`src/rtl/usb_tx_packet_fsm.sv`:
```
// USB low/full-speed packet transmitter. Takes packet bytes over a
// valid/ready handshake and drives SYNC, NRZI-encoded bit-stuffed data
// and EOP onto the {dp,dm} line pair, one bit per clock.
module usb_tx_packet_fsm #(
  parameter logic [1:0] LS_J = 2'b10
) (
  input  logic       clk,
  input  logic       reset,
  input  logic [7:0] tx_data,
  input  logic       tx_valid,
  input  logic       tx_last,
  output logic       tx_ready,
  output logic [1:0] usb_line_state,
  output logic       tx_oe,
  output logic       busy,
  output logic       tx_done,
  output logic       error
);

  localparam logic [1:0] LS_K   = ~LS_J;
  localparam logic [1:0] LS_SE0 = 2'b00;

  typedef enum logic [2:0] {
    IDLE    = 3'd0,
    SYNC    = 3'd1,
    DATA    = 3'd2,
    STUFF   = 3'd3,
    EOP_SE0 = 3'd4,
    EOP_J   = 3'd5
  } state_t;

  state_t     state;
  logic [2:0] bit_cnt;
  logic [2:0] ones_cnt;
  logic [7:0] shift_reg;
  logic       last_flag;
  logic       eop_pending;
  logic       underrun;
  logic       se0_cnt;

  logic       cur_bit;
  logic [2:0] ones_after;
  logic       stuff_due;
  logic       next_data_bit;
  logic [1:0] data_level;
  logic [1:0] sync_level;
  logic [1:0] resume_level;
  logic [1:0] toggled_level;

  // Decode the bit on the line now and the NRZI level of whatever bit comes next.
  always_comb begin
    cur_bit = 1'b0;
    if (state == SYNC) begin
      cur_bit = (bit_cnt == 3'd7);
    end else if (state == DATA) begin
      cur_bit = shift_reg[0];
    end
    ones_after    = cur_bit ? (ones_cnt + 3'd1) : 3'd0;
    stuff_due     = (ones_after == 3'd6);
    next_data_bit = (bit_cnt == 3'd7) ? tx_data[0] : shift_reg[1];
    toggled_level = ~usb_line_state;
    data_level    = next_data_bit ? usb_line_state : toggled_level;
    sync_level    = (bit_cnt == 3'd6) ? usb_line_state : toggled_level;
    resume_level  = shift_reg[0] ? usb_line_state : toggled_level;
  end

  // Handshake and status strobes decoded from the registered state; an underrun
  // is flagged in the very ready cycle that finds no byte waiting.
  always_comb begin
    tx_ready = ((state == SYNC) && (bit_cnt == 3'd7)) ||
               ((state == DATA) && (bit_cnt == 3'd7) && !last_flag);
    error    = tx_ready && !tx_valid;
    tx_done  = (state == EOP_J) && !underrun;
    busy     = (state != IDLE);
  end

  // Packet sequencer; line drive and output enable move in lockstep with the state.
  always_ff @(posedge clk or posedge reset) begin
    if (reset) begin
      state          <= IDLE;
      bit_cnt        <= 3'd0;
      ones_cnt       <= 3'd0;
      shift_reg      <= 8'd0;
      last_flag      <= 1'b0;
      eop_pending    <= 1'b0;
      underrun       <= 1'b0;
      se0_cnt        <= 1'b0;
      usb_line_state <= LS_J;
      tx_oe          <= 1'b0;
    end else begin
      case (state)
        IDLE: begin
          usb_line_state <= LS_J;
          tx_oe          <= 1'b0;
          if (tx_valid) begin
            state          <= SYNC;
            bit_cnt        <= 3'd0;
            ones_cnt       <= 3'd0;
            underrun       <= 1'b0;
            eop_pending    <= 1'b0;
            usb_line_state <= LS_K;
            tx_oe          <= 1'b1;
          end
        end

        SYNC: begin
          ones_cnt <= ones_after;
          if (bit_cnt != 3'd7) begin
            bit_cnt        <= bit_cnt + 3'd1;
            usb_line_state <= sync_level;
          end else if (tx_valid) begin
            shift_reg      <= tx_data;
            last_flag      <= tx_last;
            bit_cnt        <= 3'd0;
            state          <= DATA;
            usb_line_state <= data_level;
          end else begin
            underrun       <= 1'b1;
            se0_cnt        <= 1'b0;
            state          <= EOP_SE0;
            usb_line_state <= LS_SE0;
          end
        end

        DATA: begin
          ones_cnt <= ones_after;
          if (bit_cnt != 3'd7) begin
            shift_reg <= shift_reg >> 1;
            bit_cnt   <= bit_cnt + 3'd1;
            if (stuff_due) begin
              state          <= STUFF;
              usb_line_state <= toggled_level;
            end else begin
              usb_line_state <= data_level;
            end
          end else if (!last_flag) begin
            if (tx_valid) begin
              shift_reg <= tx_data;
              last_flag <= tx_last;
              bit_cnt   <= 3'd0;
              if (stuff_due) begin
                state          <= STUFF;
                usb_line_state <= toggled_level;
              end else begin
                usb_line_state <= data_level;
              end
            end else begin
              underrun       <= 1'b1;
              se0_cnt        <= 1'b0;
              state          <= EOP_SE0;
              usb_line_state <= LS_SE0;
            end
          end else begin
            bit_cnt <= 3'd0;
            if (stuff_due) begin
              eop_pending    <= 1'b1;
              state          <= STUFF;
              usb_line_state <= toggled_level;
            end else begin
              se0_cnt        <= 1'b0;
              state          <= EOP_SE0;
              usb_line_state <= LS_SE0;
            end
          end
        end

        STUFF: begin
          ones_cnt <= 3'd0;
          if (eop_pending) begin
            eop_pending    <= 1'b0;
            se0_cnt        <= 1'b0;
            state          <= EOP_SE0;
            usb_line_state <= LS_SE0;
          end else begin
            state          <= DATA;
            usb_line_state <= resume_level;
          end
        end

        EOP_SE0: begin
          if (!se0_cnt) begin
            se0_cnt <= 1'b1;
          end else begin
            se0_cnt        <= 1'b0;
            state          <= EOP_J;
            usb_line_state <= LS_J;
          end
        end

        EOP_J: begin
          state          <= IDLE;
          usb_line_state <= LS_J;
          tx_oe          <= 1'b0;
        end

        default: begin
          state          <= IDLE;
          usb_line_state <= LS_J;
          tx_oe          <= 1'b0;
        end
      endcase
    end
  end

endmodule

```
`config.mk`:
```
export PLATFORM = sky130hd
export DESIGN_NAME = usb_tx_packet_fsm
export DESIGN_NICKNAME = d
export VERILOG_FILES = /design/src/rtl/usb_tx_packet_fsm.sv
export SDC_FILE = /design/constraint.sdc
export NUM_CORES = 1
export LEC_CHECK = 0
export CAP_MARGIN = 20
export CORE_MARGIN = 2
export CORE_UTILIZATION = 25
export DETAILED_ROUTE_END_ITERATION = 16
export GPL_ROUTABILITY_DRIVEN = 0
export PLACE_DENSITY = 0.43
export RECOVER_POWER = 25
export SYNTH_ARGS = -nofsm -noshare
export SYNTH_HDL_FRONTEND = slang
export SYNTH_SLANG_ARGS = --single-unit
```
`constraint.sdc`:
```
create_clock -name clk -period 3.6 [get_ports clk]
set_input_delay 0.36 -clock clk [delete_from_list [all_inputs] [get_ports clk]]
set_output_delay 0.36 -clock clk [all_outputs]
set_load 0.005 [all_outputs]
```
==> results.json <==
{
  "grt_setup_unrepaired": "no",
  "setup_violations": 0,
  "design.die.area_sq_mm": 0.006989,
  "grt_max_degree": 25,
  "yosysTopAreaCell": "dfrtp_1",
  "ys_seq_area_share_pct": 37.99,
  "synth.distinct_cells": 50,
  "track_usage_pct": 11.98,
  "final_common_cell": "dfrtp_1",
  "startpoint_type": "flop",
  "arrival_ns": 2.49,
  "drv_slew": 0,
  "num_rows": 29,
  "yosysTopAreaCellShare_pct": 36.33,
  "overflow": 0,
  "drive_above_1_share_pct": 6.566,
  "synth_area_leaders": "dfrtp_1 36%, o21ai_0 6.3%, a21oi_1 5.1%, nand2_1 4.5%, nand3b_1 4.3%",
  "crit_type": "flop to primary output",
  "tritoncts": "yes",
  "port_buffers": 18,
  "power.leakage_nw": 0.7417,
  "instances_no_fill": 275,
  "hold_path.class": "flop to flop",
  "power.density_mw_per_mm2": 683.9,
  "clock.fmax_ghz": 0.3503,
  "slew_headroom_pct": 50.45,
  "numCtsBuffers": 3,
  "post-route-min-period_ns": 2.855,
  "antenna_found_initial": 0,
  "syn_inst": 184,
  "post_cts_buffers": 0,
  "routed_wl_mm": 3.901,
  "first_pass_iters": 4,
  "core_sq_mm": 0.006241,
  "die_w_um": 83.60,
  "cts_hold_buf": 0,
  "placed_cells": 270,
  "fin_skew_ns": 0.005246,
  "cap_violations": 0,
  "vias_per_cell": 4.945,
  "vias": 1360,
  "cts_resized": 0,
  "async_flop_share_pct": 100.0,
  "die_h_um": 83.60,
  "outcome": "completed",
  "yosysWarnings": 0,
  "syn_nets": 200,
  "n_antenna_cell": 0,
  "layout_common_cells": "23 x dfrtp_1, 20 x o21ai_0, 19 x nand2_1",
  "ff_latch_area_sq_um": 601.8,
  "first_global_vias": 1288,
  "clkTransAtPathRegs_ns": 0.09,
  "period_share_pct": 79.30,
  "synth_area_per_cell_sq_um": 8.609,
  "wl_per_cell_um": 14.19,
  "cp.required_ns": 3.24,
  "ant_nets": 0,
  "hpwlAfterDp_mm": 2.783,
  "worstMarginPinSlew_ns": 0.7433,
  "h-tree-depth": 1,
  "synth_area_sq_mm": 0.001584,
  "fin_setup_tns_ns": 0,
  "clkSinkCount": 24,
  "hold_violations": 0,
  "nets": 215,
  "clk_path_buf_depth": 2,
  "synthFlopType": "dfrtp_1",
  "post_dp_cell_area_sq_mm": 0.001818,
  "clk_root_buffer_cell": "clkbuf_8",
  "io_pins": 19,
  "drc_errors": 0,
  "synth_edf_count": 0,
  "largest_reg_flops": 8,
  "multi_input_area_sq_um": 894.6,
  "fin_util_pct": 29.91,
  "insertion_delay_ns": 0.27,
  "start_util_pct": 25.38,
  "syn_to_final_growth_pct": 17.85,
  "fill_cells": 695,
  "end_kind": "primary output",
  "drt_iter0_drc": 114,
  "peakVddDrop_v": 0.0002339,
  "grt_first_pass_wirelength_mm": 6.727,
  "final_area_sq_mm": 0.001867,
  "worstPathMaxFanout": 15,
  "synth_seq_cells": 24
}
## per-layer routing
metal	global-route usage, %	wire length (um)
met1	17.74	1962
met3	3.066	149
met4	2.199	34
met5	0	0
met2	17.75	1754
## stage by stage
step           total power, W  setup WS [ns]  hold WS (ns)
3_3_place_gp         0.001130          1.104        0.5002
3_5_place_dp         0.001120          1.052        0.4952
2_1_floorplan       0.0009402          1.699        0.3739
4_1_cts              0.001295         0.7228        0.5154
6_report             0.001277         0.7452        0.5076
5_1_grt              0.001412         0.5374        0.5444
## kinds of logic (layout without fill, tap and decap cells)
family / Yosys count / after routing / synth area share [%]
and+or+nand+nor: 67 / 67 / 23.54
AOI/OAI and AO/OA: 65 / 65 / 26.78
xor gates and xnor gates: 2 / 2 / 1.106
adders and majority gates: 4 / 4 / 3.160
DFF: 24 / 24 / 37.99
buffers and inverters: 19 / 33 / 5.529
muxes: 3 / 3 / 1.896
## final cells by class
class	count	area share, %
repair buffers	21	10.66
inverters	8	1.609
multi-input cells	141	47.92
well taps	77	5.161
flip-flops and latches	24	32.24
clock buffers	4	2.413
## cells in the mapped netlist (3+ instances only)
| master | count |
|---|---|
| nor2_1 | 15 |
| a31oi_1 | 3 |
| o21ai_0 | 20 |
| nand3b_1 | 9 |
| buf_2 | 7 |
| nor2b_1 | 4 |
| inv_1 | 7 |
| dfrtp_1 | 23 |
| a21oi_1 | 16 |
| nand2b_1 | 4 |
| ha_1 | 4 |
| o22ai_1 | 3 |
| nand2_1 | 19 |
| mux2i_1 | 3 |
| o21a_1 | 4 |
| nand3_1 | 3 |
## where the power goes
group | switching [W] | internal [W] | leakage (nW)
clock | 0.0000885 | 0.0000791 | 0.0228
sequential | 0.000130 | 0.000374 | 0.284
combinational | 0.000316 | 0.000289 | 0.435
total | 0.000534 | 0.000743 | 0.742
## critical path: stages (launching register included)
cell	delay, ns
dfrtp_1	0.39
ha_1	0.16
ha_1	0.51
and2b_1	0.24
inv_1	0.06
nor2_1	0.18
nor2b_1	0.16
clkdlybuf4s50_1	0.51
## worst paths after layout
path | start | end | slack [ns] | cells past startpoint
worst max-delay path | bit_cnt[0] | error | 0.75 | 7
worst min-delay path | ones_cnt[1] | ones_cnt[1] | 0.51 | 1
min in group asynchronous | reset | shift_reg[0] | 0.53 | 2
worst max register to register | bit_cnt[0] | usb_line_state[1] | 1.20 | 7
max in group asynchronous | reset | shift_reg[2] | 2.07 | 3
worst min register to register | ones_cnt[1] | ones_cnt[1] | 0.51 | 1
No activity file was read; power rests on OpenSTA's default activity.
==> patch 1: new RTL, same settings <==
Re-encode `state_t` (6 states) as one-hot, 6 bits wide.
--- a/src/rtl/usb_tx_packet_fsm.sv
+++ b/src/rtl/usb_tx_packet_fsm.sv
@@ -20,13 +20,13 @@
   localparam logic [1:0] LS_K   = ~LS_J;
   localparam logic [1:0] LS_SE0 = 2'b00;
 
-  typedef enum logic [2:0] {
-    IDLE    = 3'd0,
-    SYNC    = 3'd1,
-    DATA    = 3'd2,
-    STUFF   = 3'd3,
-    EOP_SE0 = 3'd4,
-    EOP_J   = 3'd5
+  typedef enum logic [5:0] {
+    IDLE    = 6'b000001,
+    SYNC    = 6'b000010,
+    DATA    = 6'b000100,
+    STUFF   = 6'b001000,
+    EOP_SE0 = 6'b010000,
+    EOP_J   = 6'b100000
   } state_t;
 
   state_t     state;
Formal check against the unedited RTL: no difference found for any inputs over 10 cycles, from zero or initial values and one cycle with reset high; not proved beyond that.
==> patch 1 against the unedited design <==
The flow now finishes with violations (capacitance limit, slew limit). First-iteration DRC count rose by 26%. Power fell by 9.8%. Cell area rose by 9.9%. Die area rose by 10%. Synthesized area rose by 11%. Worst setup slack improved by 43 ps. Wire length rose by 9.6%. Sequential cell count rose by 3. Worst hold slack got worse by 20 ps. Largest cell class unchanged.
==> patch 1: results (changes against the unedited design) <==
asr flop ratio synth = 1.00 (unchanged)
1st-iter DRT viols = 144 (was 114)
synth top area cells = dfrtp_1, mux2i_1, nand2_1 (was dfrtp_1, o21ai_0, a21oi_1)
CTS H-tree lvls = 1 (unchanged)
DRT Wirelength = 4280 um (was 3900 um)
PortBufs = 18 (unchanged)
FF-to-FF Start = state[1]$_DFFE_PP0P_ (was bit_cnt[0]$_DFFE_PP0N_)
Critical Path Sink = error (unchanged)
skew final = 2.93 ps (was 5.25 ps)
failing checks = capacitance limit, slew limit
Post-synth top cells = dfrtp_1, nand2_1, nor2_1 (was dfrtp_1, o21ai_0, nand2_1)
Nets = 219 (was 215)
initial antenna violation count = 0 (unchanged)
share of layout cells above drive strength 1 = 0.0941 (was 0.0657)
Peak supply drop = 0.217 mV (was 0.234 mV)
worst r2r path cells = 5 (was 7)
Inst Count DP = 294 (was 270)
max cap viols = 1 (was 0)
Max FO, Critical Path = 9 (was 15)
vias in the first global route = 1450 (was 1288)
outcome = complete, but fails checks (was complete, no violations)
synth unique cells = 51 (was 50)
Seq/Total Area, Yosys = 0.387 (was 0.380)
Fillers = 720 (was 695)
Worst slew margin = -0.0168 (was 0.504)
Slew Viols, Final = 28 (was 0)
global-route wire length before repair = 7220 um (was 6730 um)
GRT Total Usage = 0.120 (about the same)
CP peak stage delay = 590 ps (was 510 ps)
Critical Path AT = 2450 ps (was 2490 ps)
total nets after synthesis = 205 (was 200)
slowest CP cell = or4_4 (was ha_1)
Worst Hold Class = reg -> reg (unchanged)
critical path launch point = state[5]$_DFFE_PP0P_ (was bit_cnt[0]$_DFFE_PP0N_)
Via density = 4.88 (was 4.95)
largest net degree at the start of global routing = 28 (was 25)
detailed-route wire length per cell = 14.4 um (was 14.2 um)
syn_area_per_cell = 9.26 um^2 (was 8.61 um^2)
postcts setup bufs = 0 (unchanged)
static leakage = 0.882 nW (was 0.742 nW)
CP top delay family = simple AND/OR/NAND/NOR gates (was adder cells)
HPWL after detailed placement = 3210 um (was 2780 um)
patch 1: how the worst min path moves through the flow:
| stage | startpoint | endpoint | slack, ps | cells after the start |
|---|---|---|---|---|
| after global routing | underrun$_DFFE_PP0P_ | underrun$_DFFE_PP0P_ | 520 | 1 |
| after floorplan | reset | bit_cnt[0]$_DFFE_PP0N_ | 410 | 1 |
| after global placement | tx_oe$_DFFE_PP0N_ | tx_oe$_DFFE_PP0N_ | 460 | 2 |
| final | tx_oe$_DFFE_PP0N_ | tx_oe$_DFFE_PP0N_ | 490 | 2 |
| after detailed placement | shift_reg[7]$_DFFE_PP0P_ | shift_reg[6]$_DFFE_PP0P_ | 470 | 2 |
| after CTS | reset | shift_reg[7]$_DFFE_PP0P_ | 460 | 3 |
patch 1: report_power, final:
group | switching, W | internal (W) | total [W]
clock network | 0.000103 | 0.0000796 | 0.000182
registers | 0.0000900 | 0.000397 | 0.000487
logic | 0.000256 | 0.000226 | 0.000482
total | 0.000449 | 0.000703 | 0.00115
patch 1: layout make-up:
class | count | area share
multi-input combinational | 139 | 0.474
inverter | 12 | 0.0220
timing repair buffer | 20 | 0.0933
tap | 96 | 0.0585
sequential | 27 | 0.330
clock buffer | 4 | 0.0220
patch 1: worst min-delay path, cell delays in order, from the launching register on:
cell and delay (ps):
dfrtp_1 360, nand2_1 50, nand2_1 50
patch 1: cells by family after synthesis:
logic type	after synthesis	share of synthesized area
compound gates	50	0.223
xor+xnor	3	0.0150
fa+ha+maj	4	0.0286
buf+inv	23	0.0572
flops	27	0.387
mux	12	0.0701
simple gates	70	0.219
patch 1: layer usage:
| metal | track usage | vias up | wire length [um] |
|---|---|---|---|
| li1 | - | 716 | - |
| met1 | 0.168 | 694 | 2010 |
| met2 | 0.193 | 37 | 2010 |
| met3 | 0.0245 | 6 | 209 |
| met4 | 0.0238 | 0 | 48 |
| met5 | 0 | - | 0 |
patch 1: stage by stage:
step / worst slack, ps / util / total power (W) / instance area, um^2 / hold WS [ps]
2_1_floorplan: 1570 / - / 0.000817 / 1750 / 411
3_3_place_gp: 1150 / 0.296 / 0.000983 / 2010 / 461
3_5_place_dp: 1090 / 0.296 / 0.000982 / 2010 / 470
4_1_cts: 780 / 0.303 / 0.00117 / 2060 / 462
5_1_grt: 592 / 0.302 / 0.00125 / 2050 / 520
6_report: 789 / 0.302 / 0.00115 / 2050 / 488
==> patch 2: new RTL, same settings <==
Without the edit above. Put a register stage on the output `error`, cleared by the reset. The value now appears one clock later. The other outputs are not delayed to match.
--- a/src/rtl/usb_tx_packet_fsm.sv
+++ b/src/rtl/usb_tx_packet_fsm.sv
@@ -29,6 +29,8 @@
     EOP_J   = 3'd5
   } state_t;
 
+  logic error_d;
+
   state_t     state;
   logic [2:0] bit_cnt;
   logic [2:0] ones_cnt;
@@ -69,7 +71,7 @@
   always_comb begin
     tx_ready = ((state == SYNC) && (bit_cnt == 3'd7)) ||
                ((state == DATA) && (bit_cnt == 3'd7) && !last_flag);
-    error    = tx_ready && !tx_valid;
+    error_d  = tx_ready && !tx_valid;
     tx_done  = (state == EOP_J) && !underrun;
     busy     = (state != IDLE);
   end
@@ -202,5 +204,13 @@
     end
   end
 
+  always_ff @(posedge clk or posedge reset) begin
+    if (reset) begin
+      error <= '0;
+    end else begin
+      error <= error_d;
+    end
+  end
+
 endmodule
 
Behaviour: not the same (a bounded check fails within 10 cycles, from zero or initial values and one cycle with reset high).
==> patch 2 against the unedited design <==
Cell area shrank 0.27%. Synthesized area grew 0.79%. Sequential cell count grew 1. Critical path type unchanged. Power shrank 2.4%. Via count shrank 2.5%. Worst hold slack lost 19 ps. Wire length shrank 4.1%. Cell count shrank 1.8%. Worst setup slack gained 160 ps. Clock skew shrank 1.8 ps.
==> patch 2: results (changes against the unedited design) <==
outcome = complete, no violations (unchanged)
Clock buf/inv share = 0.0249 (was 0.0241)
Fillers = 667 (was 695)
FF+latch count = 25 (was 24)
static leakage = 0.720 nW (was 0.742 nW)
DR pass1 iterations = 4 (unchanged)
Power Density = 669 nW/um^2 (was 684 nW/um^2)
Residual DRC = 0 (unchanged)
largest net degree at the start of global routing = 29 (was 25)
Critical Path AT = 2340 ps (was 2490 ps)
skew final = 3.41 ps (was 5.25 ps)
synth unique cells = 46 (was 50)
Seq pwr share = 0.446 (was 0.395)
CP peak stage delay = 830 ps (was 510 ps)
Post-DP Area = 1840 um^2 (was 1820 um^2)
Nets = 210 (was 215)
non-filler cells, final = 270 (was 275)
GR Util met1 = 0.167 (was 0.177)
Seq/Total Area, Yosys = 0.393 (was 0.380)
P_sw = 0.000512 W (was 0.000534 W)
max reg flops = 8 (unchanged)
Post-synth top cells = dfrtp_1, nand2_1, o21ai_0 (was dfrtp_1, o21ai_0, nand2_1)
Ys Warns = 0 (unchanged)
CP top delay family = flip-flops (was adder cells)
multi-input logic area = 886 um^2 (was 895 um^2)
combinational share of power = 0.415 (was 0.474)
1st-iter DRT viols = 141 (was 114)
post-synthesis cell area = 1600 um^2 (was 1580 um^2)
fraction of area in multi-input gates = 0.476 (was 0.479)
metal2 WL = 1570 um (was 1750 um)
detailed-route wire length per cell = 13.9 um (was 14.2 um)
global-route wire length before repair = 6380 um (was 6730 um)
syn_area_per_cell = 8.77 um^2 (was 8.61 um^2)
Slew @ Worst Pin = 901 ps (was 743 ps)
Via density = 4.91 (was 4.95)
Max FO, Critical Path = 25 (was 15)
worst skew pair latency = 270 ps (about the same)
Peak supply drop = 0.273 mV (was 0.234 mV)
sequential share of cell area = 0.337 (was 0.322)
share of layout cells above drive strength 1 = 0.0622 (was 0.0657)
Non-clk invs = 6 (was 8)
wl on met1 = 1990 um (was 1960 um)
vias in the first global route = 1261 (was 1288)
HPWL after detailed placement = 2730 um (was 2780 um)
slowest CP cell = dfrtp_1 (was ha_1)
metal3 WL = 157 um (was 149 um)
CTS root buf = clkbuf_8 (unchanged)
synth top area cells = dfrtp_1, mux2i_1, nand2_1 (was dfrtp_1, o21ai_0, a21oi_1)
met3 usage = 0.0277 (was 0.0307)
total nets after synthesis = 198 (was 200)
met2 GRT Util = 0.159 (was 0.177)
multi-input gates = 139 (was 141)
Fin. Hold Viols = 0 (unchanged)
GRT Total Usage = 0.111 (was 0.120)
NonClk Buf Share = 0.0988 (was 0.107)
initial antenna violation count = 0 (unchanged)
Buffers excl. clock = 19 (was 21)
ant diodes = 0 (unchanged)
pre-CTS WS = 1210 ps (was 1050 ps)
[patch 2: final timing paths]
| kind | startpoint | to | depth (start not counted) | slack, ps |
|---|---|---|---|---|
| worst max-delay path | state[1]$_DFFE_PP0P_ | tx_ready | 4 | 900 |
| worst min-delay path | shift_reg[2]$_DFFE_PP0P_ | shift_reg[1]$_DFFE_PP0P_ | 2 | 490 |
| worst max register to register | bit_cnt[0]$_DFFE_PP0N_ | shift_reg[2]$_DFFE_PP0P_ | 7 | 1300 |
| worst min register to register | shift_reg[2]$_DFFE_PP0P_ | shift_reg[1]$_DFFE_PP0P_ | 2 | 490 |
| max in group asynchronous | reset | usb_line_state[0]$_DFFE_PP0P_ | 3 | 1960 |
| min in group asynchronous | reset | bit_cnt[2]$_DFFE_PP0N_ | 2 | 500 |
[patch 2: kinds of logic after synthesis]
kind of cell	after synthesis	share of synthesized area
flops	25	0.393
compound gates	64	0.252
buf+inv	18	0.0525
mux	11	0.0690
simple gates	60	0.202
fa+ha+maj	4	0.0313
